File: src/rtl/toggle_line_decoder.sv
// Receive side of the toggle line code: recovers bits from line transitions,
// hunts for the 7E flag, removes stuffed zeros and assembles LSB-first bytes.
module toggle_line_decoder #(
  parameter int MAX_LEN = 256,
  parameter int LEN_W   = 9
) (
  input  logic             clk,
  input  logic             rst,
  input  logic             bit_en,
  input  logic             line_in,
  output logic [7:0]       data_out,
  output logic             data_valid,
  output logic             frame_end,
  output logic [LEN_W-1:0] frame_len,
  output logic             frame_err,
  output logic             abort,
  output logic             in_frame
);

  typedef enum logic {IDLE, RECV} state_e;

  state_e           state_q, state_d;
  logic             line_prev_q, line_prev_d;
  logic [6:0]       sr_q, sr_d;        // last seven decoded bits while hunting
  logic [2:0]       bit_cnt_q, bit_cnt_d;
  logic [2:0]       ones_q, ones_d;
  logic [LEN_W-1:0] byte_cnt_q, byte_cnt_d;
  logic [7:0]       byte_q, byte_d;
  logic [7:0]       data_out_q, data_out_d;
  logic [LEN_W-1:0] frame_len_q, frame_len_d;
  logic             data_valid_q, data_valid_d;
  logic             frame_end_q, frame_end_d;
  logic             frame_err_q, frame_err_d;
  logic             abort_q, abort_d;
  logic             d;
  logic [7:0]       window;

  assign d      = line_in ^ line_prev_q;
  assign window = {d, sr_q};

  always_comb begin
    state_d      = state_q;
    line_prev_d  = line_prev_q;
    sr_d         = sr_q;
    bit_cnt_d    = bit_cnt_q;
    ones_d       = ones_q;
    byte_cnt_d   = byte_cnt_q;
    byte_d       = byte_q;
    data_out_d   = data_out_q;
    frame_len_d  = frame_len_q;
    data_valid_d = 1'b0;
    frame_end_d  = 1'b0;
    frame_err_d  = 1'b0;
    abort_d      = 1'b0;
    if (bit_en) begin
      line_prev_d = line_in;
      case (state_q)
        IDLE: begin
          sr_d = window[7:1];
          if (window == 8'h7E) begin
            state_d    = RECV;
            bit_cnt_d  = '0;
            ones_d     = '0;
            byte_cnt_d = '0;
          end
        end
        RECV: begin
          if (ones_q == 3'd5 && !d) begin
            ones_d = '0;
          end else if (ones_q == 3'd6 && !d) begin
            // Closing/opening flag; zero-length aligned frames are idle fill.
            if (bit_cnt_q == 3'd7) begin
              if (byte_cnt_q != '0) begin
                frame_end_d = 1'b1;
                frame_len_d = byte_cnt_q;
              end
            end else begin
              frame_err_d = 1'b1;
            end
            bit_cnt_d  = '0;
            ones_d     = '0;
            byte_cnt_d = '0;
          end else if (ones_q == 3'd6) begin
            abort_d = 1'b1;
            state_d = IDLE;
            sr_d    = '0;
          end else begin
            byte_d[bit_cnt_q] = d;
            ones_d    = d ? ones_q + 3'd1 : 3'd0;
            bit_cnt_d = bit_cnt_q + 3'd1;
            if (bit_cnt_q == 3'd7) begin
              if (byte_cnt_q >= LEN_W'(MAX_LEN)) begin
                frame_err_d = 1'b1;
                state_d     = IDLE;
                sr_d        = '0;
              end else begin
                data_out_d   = byte_d;
                data_valid_d = 1'b1;
                byte_cnt_d   = byte_cnt_q + 1'b1;
              end
            end
          end
        end
        default: state_d = IDLE;
      endcase
    end
  end

  always_ff @(posedge clk or negedge rst) begin
    if (!rst) begin
      state_q      <= IDLE;
      line_prev_q  <= 1'b0;
      sr_q         <= '0;
      bit_cnt_q    <= '0;
      ones_q       <= '0;
      byte_cnt_q   <= '0;
      byte_q       <= '0;
      data_out_q   <= '0;
      frame_len_q  <= '0;
      data_valid_q <= 1'b0;
      frame_end_q  <= 1'b0;
      frame_err_q  <= 1'b0;
      abort_q      <= 1'b0;
    end else begin
      state_q      <= state_d;
      line_prev_q  <= line_prev_d;
      sr_q         <= sr_d;
      bit_cnt_q    <= bit_cnt_d;
      ones_q       <= ones_d;
      byte_cnt_q   <= byte_cnt_d;
      byte_q       <= byte_d;
      data_out_q   <= data_out_d;
      frame_len_q  <= frame_len_d;
      data_valid_q <= data_valid_d;
      frame_end_q  <= frame_end_d;
      frame_err_q  <= frame_err_d;
      abort_q      <= abort_d;
    end
  end

  assign data_out   = data_out_q;
  assign data_valid = data_valid_q;
  assign frame_end  = frame_end_q;
  assign frame_len  = frame_len_q;
  assign frame_err  = frame_err_q;
  assign abort      = abort_q;
  assign in_frame   = (state_q == RECV);

endmodule
File: config.mk
export PLATFORM = sky130hd
export DESIGN_NAME = toggle_line_decoder
export DESIGN_NICKNAME = d
export VERILOG_FILES = /design/src/rtl/toggle_line_decoder.sv
export SDC_FILE = /design/constraint.sdc
export NUM_CORES = 1
export LEC_CHECK = 0
export BUFFER_PORTS_ARGS = -buffer_cell sky130_fd_sc_hd__buf_2
export CORE_ASPECT_RATIO = 0.8
export CORE_MARGIN = 4
export CORE_UTILIZATION = 60
export DETAILED_ROUTE_END_ITERATION = 6
export PLACE_DENSITY = 0.81
export SLEW_MARGIN = 0
export SYNTH_ARGS = -nofsm -noshare
export SYNTH_HDL_FRONTEND = slang
export SYNTH_SLANG_ARGS = --single-unit
File: constraint.sdc
create_clock -name clk -period 3.61 [get_ports clk]
set_input_delay 0.361 -clock clk [delete_from_list [all_inputs] [get_ports clk]]
set_output_delay 0.361 -clock clk [all_outputs]
set_load 0.02 [all_outputs]
==> flow_metrics.tcl, run 1 <==
set metrics [dict create \
    outcome "complete, no violations" \
    coreArea_sq_um 3930 \
    cts_setup_buffers 0 \
    insertion_delay_ns 0.31 \
    fin_nets 279 \
    path_cells "xnor2_2, a32oi_1, o21ai_1, a22o_1" \
    synth_area_sq_um 2520 \
    dp_cells 316 \
    tightestPinTransition_ns 0.722 \
    start_util 0.640 \
    timing.final.crit_share 0.571 \
    slew_viol_final 0 \
    grt_pass1_wl_mm 8.05 \
    grt_overflow 0 \
    synth_ff_type "dfrtp_1" \
    dieArea_sq_um 5300 \
    rows 20 \
    fmax_ghz 0.485 \
    relSlewSlack 0.516 \
    diodes 0 \
    num_vias 1818 \
    place_congestion 0.886 \
    finalSetupViolations 0 \
    antenna_found_initial 0 \
    slowest_stage "xnor2_2" \
    cpPeakStageDelay_ns 0.62 \
    seqCellArea_sq_um 1330 \
    synth_seq_cells 53 \
    post-dp-hpwl_mm 3.12 \
    track_usage 0.197 \
    synth.avg_cell_area_sq_um 10.4 \
    drc 0 \
    rsz0062_at_grt "no" \
    drive_above_1_share 0.197 \
    min_period_ns 2.06 \
    synth_largest_area_cell "dfrtp_1" \
    synthToLayoutAreaGrowth_pct 10.7 \
    crit_fanout 15 \
    leakagePower_nw 1.33 \
    clk_pin_slew_ns 0.09 \
    ant_nets 0 \
    async_reset_ff_frac 1.00 \
    ys_seq_area_frac 0.527 \
    grt_pass1_vias 1764 \
    cp.required_ns 3.87 \
    ys_top_cells_by_count "53 x dfrtp_1, 38 x nand2_1, 24 x o21ai_0" \
    hp-class "in2async" \
    wirelength_mm 4.46 \
    multi_input_area_sq_um 1110 \
    synth_most_common_cell "dfrtp_1" \
    synth_cell_types 41 \
    cp-start-kind "register" \
    vdd_drop_max_mv 0.292 \
    finalHoldViolations 0 \
    cts_buffers 5 \
    yosys_warnings 0 \
    wl_per_cell_um 13.8 \
    fillers 313 \
    io_pins 26 \
    via_per_inst 5.61 \
    cts.sinks 53 \
    crit_path_end_kind "register" \
    die_w_um 80.4 \
    final_cells 324 \
    netlist_instances 242 \
    synth_edf_count 0 \
    grt_start_max_net_pins 54 \
    netlist.area_leader.share 0.527 \
    drt_iter0_drc 141 \
    die_y_um 65.9 \
    syn_nets 253 \
    cts_tree "built" \
    fin_worst_skew_ns 0.00791 \
    ctsRootBufferMaster "clkbuf_8" \
    h-tree-depth 2 \
    port_buffers 25 \
    power.density_nw_per_um2 454 \
    r2r_cells 4 \
    worst_ep_arrival_time_ns 2.32 \
    synthTopCellsByArea "dfrtp_1 53%, nand2_1 5.7%, o21ai_0 4.8%" \
    drv_cap 0 \
    cts_hold_buffers 0 \
    cts_buffer_depth 2 \
    fin_tns_setup_ns 0 \
    firstDrtPassIters 4 \
    path_class "reg2reg" \
    ctsResizeCount 0 \
]
-- worst max-delay path: cells and delay by family, from the launching register on --
kind            cells  cell delay [ns]
xor+xnor            1             0.62
compound gates      3             0.94
flops               1             0.45
-- sequential cells by signal, summed over array words and instances, names as in the netlist --
register / count
line_prev_q: 1
in_frame: 1
data_valid: 1
frame_err: 1
abort: 1
byte_cnt_q: 9
frame_len: 9
byte_q: 8
sr_q: 7
data_out: 8
ones_q: 3
frame_end: 1
bit_cnt_q: 3
-- metrics by stage --
step	area (sq um)	power, mW	setup WS (ns)	util	hold slack (ns)
global placement	2670	0.868	1.57	0.681	0.459
detailed placement	2670	0.876	1.55	0.681	0.470
CTS	2790	1.28	1.55	0.709	0.175
finish	2790	1.27	1.55	0.709	0.140
global route	2790	1.34	1.36	0.709	0.205
floorplan	2520	0.826	1.83	-	0.0654
-- cell type report --
type / count / share of cell area
multi-input combinational: 172 / 0.398
sequential: 53 / 0.476
clock buffer: 6 / 0.0261
tap: 55 / 0.0247
timing repair buffer: 26 / 0.0476
clock inverter: 2 / 0.0139
inverter: 10 / 0.0135
-- routing by layer --
layer  GRT usage  share of wire
met2       0.315           0.47
met4      0.0506          0.011
met3      0.0572          0.043
met1       0.264           0.48
met5           0              0
-- cell usage in the layout, fill, tap and decap left out, types with 2 or more instances in the layout --
cell	n
or2_2	2
ha_1	7
o31ai_1	3
a21oi_1	11
nand3_1	7
and2_1	2
mux2_2	3
dfrtp_1	53
o211ai_2	2
o21a_1	2
o21ai_0	24
nor3_1	8
clkbuf_8	5
o21ai_1	9
mux2i_1	3
a22o_1	8
nand2b_1	2
buf_2	25
nand2_2	2
mux2_4	5
and3_1	2
nor2_1	7
inv_1	10
nand3_2	2
or3_1	6
nor4_1	3
nand2_1	38
nor2b_1	2
-- cell families (layout without fill, tap and decap cells) --
kind of cell	Yosys count	in the layout	synth area share
flops	53	53	0.527
buf+inv	17	44	0.0323
simple gates	87	87	0.170
xor+xnor	2	2	0.0129
mux	11	11	0.0552
fa+ha+maj	7	7	0.0348
compound gates	65	65	0.168
-- worst paths after layout --
check | start | to | slack (ns)
max | line_prev_q | sr_q[5] | 1.55
min | rst | frame_len[8] | 0.14
max reg2reg | line_prev_q | sr_q[5] | 1.55
min reg2reg | data_out[1] | data_out[1] | 0.48
max in group asynchronous | rst | data_out[1] | 3.02
min in group clk | bit_en | ones_q[2] | 0.37
-- power by group --
| group | total (mW) | internal, mW | switching (mW) |
|---|---|---|---|
| registers | 0.698 | 0.648 | 0.0500 |
| logic | 0.166 | 0.0644 | 0.101 |
| clock network | 0.401 | 0.208 | 0.193 |
| total | 1.27 | 0.921 | 0.344 |
No activity file was read; power rests on OpenSTA's default activity.
==> run 2, diff against run 1 <==
Settings changed: ABC_AREA from default to 1, CORE_UTILIZATION 60 to 53, PLACE_DENSITY 0.81 to 0.75.
Clock period 3.61 ns to 1.8 ns, I/O delays scaled along.
==> run 2 against run 1 <==
Sequential power is 140% higher. Largest power group unchanged. Critical path type unchanged. Total power grew to 2.9 times the previous value. Clock skew increased by 0.0040 ns. Global-route usage down 1.2 points. Combinational power grew to 8.0 times the previous value. Highest routed layer unchanged. Clock power rose by 75%. Hold slack got worse by 0.0037 ns. Sequential cell count unchanged. Area after synthesis rose by 8.0%. Non-clock buffer count increased by 12. Synthesized cell count increased by 38%.
==> flow_metrics.tcl, run 2 <==
set metrics [dict create \
    outcome "complete, no violations" \
    dieArea_sq_um 6340 \
    power.density_nw_per_um2 1190 \
    synth_area_sq_um 2720 \
    ys_top_cells_by_count "120 x nand2_1, 53 x dfrtp_1, 29 x nand3_1" \
    fin_nets 384 \
    synthTopCellsByArea "dfrtp_1 49%, nand2_1 17%, nand3_1 5.3%" \
    finalHoldViolations 0 \
    setup_slack_ns 0.124 \
    relSlewSlack 0.773 \
    fin_tns_setup_ns 0 \
    synth_edf_count 0 \
    power.share.sequential 0.453 \
    synth_largest_area_cell "dfrtp_1" \
    firstDrtPassIters 4 \
    cts_buffer_depth 2 \
    place_congestion 0.845 \
    ant_nets 0 \
    ys_seq_area_frac 0.488 \
    fin_worst_skew_ns 0.0119 \
    path_class "reg2reg" \
    via_per_inst 5.05 \
    grt_start_max_net_pins 54 \
    drt_iter0_drc 93 \
    synth_most_common_cell "nand2_1" \
    vdd_drop_max_mv 0.660 \
    rsz0062_at_grt "no" \
    wirelength_mm 5.36 \
    fmax_ghz 0.597 \
    clkPwrFrac 0.189 \
    syn_nets 345 \
    cp-start-kind "register" \
    die_w_um 88.1 \
    port_buffers 25 \
    async_reset_ff_frac 1.00 \
    tightestPinTransition_ns 0.336 \
    ctsRootBufferMaster "clkbuf_8" \
    layout_common_cells "120 x nand2_1, 52 x dfrtp_1, 29 x nand3_1" \
    p_sw_mw 1.48 \
    rows 23 \
    synth_ff_type "dfrtp_1" \
    synthToLayoutAreaGrowth_pct 14.2 \
    fillers 441 \
    synth_cell_types 30 \
    drive_above_1_share 0.209 \
    netlist_instances 334 \
    clk_pin_slew_ns 0.11 \
    grt_pass1_wl_mm 9.27 \
    coreArea_sq_um 4980 \
    internal_power_mw 2.22 \
    hp-class "in2reg" \
    synth.avg_cell_area_sq_um 8.14 \
    postPlaceCellArea_sq_um 2960 \
    drv_cap 0 \
    cts_tree "built" \
    leakagePower_nw 1.59 \
    num_vias 2202 \
    insertion_delay_ns 0.32 \
    final_common_cell "nand2_1" \
    crit_path_end_kind "register" \
    die_y_um 72.0 \
    cts.sinks 53 \
    crit_fanout 8 \
    switching_share 0.400 \
    grt_overflow 0 \
    pwr-share-comb 0.358 \
    drc 0 \
    start_util 0.546 \
    post-place-ws_ns 0.0330 \
    cts_buffers 5 \
    worst_ep_arrival_time_ns 1.95 \
    finalSetupViolations 0 \
    netlist.area_leader.share 0.488 \
    track_usage 0.185 \
    h-tree-depth 2 \
    yosys_warnings 0 \
    slew_viol_final 0 \
    min_period_ns 1.68 \
    final_area_sq_um 3100 \
    cp.required_ns 2.07 \
    grt_pass1_vias 2008 \
    antenna_found_initial 0 \
    diodes 0 \
    synth_seq_cells 53 \
    wl_per_cell_um 12.3 \
    timing.final.crit_share 0.931 \
    post-dp-hpwl_mm 3.83 \
    io_pins 26 \
]
==> run 2: cell count changes after synthesis, moves of 6 or more <==
cell	delta
inv_1	+10
o21ai_2	+9
nor3_1	-6
a22o_1	-8
a21oi_1	-8
nand2_1	+82
nor2_1	+16
nand3_1	+22
or3_1	-6
==> run 2: critical path, stage by stage, from the launching register on <==
cell	delay, ns
dfrtp_1	0.42
inv_1	0.06
ha_1	0.20
nand2_2	0.11
clkinv_2	0.11
nor2_4	0.11
nand3_4	0.10
nor2_4	0.22
buf_4	0.18
nand2_1	0.05
nand2_1	0.06
==> run 2: path summary, 6_finish.rpt <==
path	from	to	slack [ns]	cells past startpoint
setup / recovery	ones_q[0]	byte_cnt_q[0]	0.12	10
hold / removal	line_in	line_prev_q	0.14	3
setup reg to reg	ones_q[0]	byte_cnt_q[0]	0.12	10
hold reg to reg	frame_len[1]	frame_len[1]	0.49	2
max in group asynchronous	rst	bit_cnt_q[2]	1.17	3
min in group asynchronous	rst	frame_len[6]	0.39	3
==> run 2: metal layers <==
| metal | share of wire | up-vias | GRT usage |
|---|---|---|---|
| met3 | 0.046 | 6 | 0.0352 |
| met5 | 0 | - | 0 |
| met2 | 0.41 | 43 | 0.261 |
| met1 | 0.53 | 997 | 0.284 |
| li1 | - | 1156 | - |
| met4 | 0.012 | 0 | 0.0654 |
==> run 2: power groups by stage <==
stage | Combinational (mW) | Clock, mW | Sequential (mW)
after floorplan | 0.809 | 0 | 1.78
after global placement | 1.28 | 0 | 1.69
after detailed placement | 1.31 | 0 | 1.70
after CTS | 1.32 | 0.730 | 1.68
after global routing | 1.52 | 0.763 | 1.71
final | 1.33 | 0.700 | 1.68
==> run 2: logic make-up (layout without fill, tap and decap cells) <==
family / after synthesis / in the layout / share of synthesized area
adders and majority gates: 7 / 7 / 0.0322
xor gates and xnor gates: 2 / 2 / 0.00645
and+or+nand+nor: 192 / 192 / 0.318
buffers and inverters: 32 / 72 / 0.0525
DFF: 53 / 53 / 0.488
AOI/OAI and AO/OA: 48 / 48 / 0.103
==> run 2: metrics by stage <==
stage | utilization | power (mW) | cells | hold slack (ns)
2_1_floorplan | - | 2.59 | 334 | -0.116
3_3_place_gp | 0.594 | 2.97 | 424 | 0.197
3_5_place_dp | 0.594 | 3.01 | 424 | 0.196
4_1_cts | 0.615 | 3.73 | 433 | 0.130
5_1_grt | 0.623 | 4.00 | 436 | 0.163
6_report | 0.623 | 3.71 | 436 | 0.136
==> run 2: final cells by class <==
cell class	count	area, sq um	share of cell area
Clock buffer	5	68.8	0.0222
Timing Repair Buffer	38	238	0.0766
Inverter	26	103	0.0331
Clock inverter	3	25.0	0.00806
Tap cell	62	77.6	0.0250
Multi-Input combinational cell	249	1260	0.407
Sequential cell	53	1330	0.428
==> run 2: what timing repair did <==
item                                    4_1_cts  5_1_grt
endpoints found under the setup margin        0       23
gates resized for setup                       0        6
hold endpoints to repair                     53        0
hold buffers                                  1        0
setup buffers                                 0        3
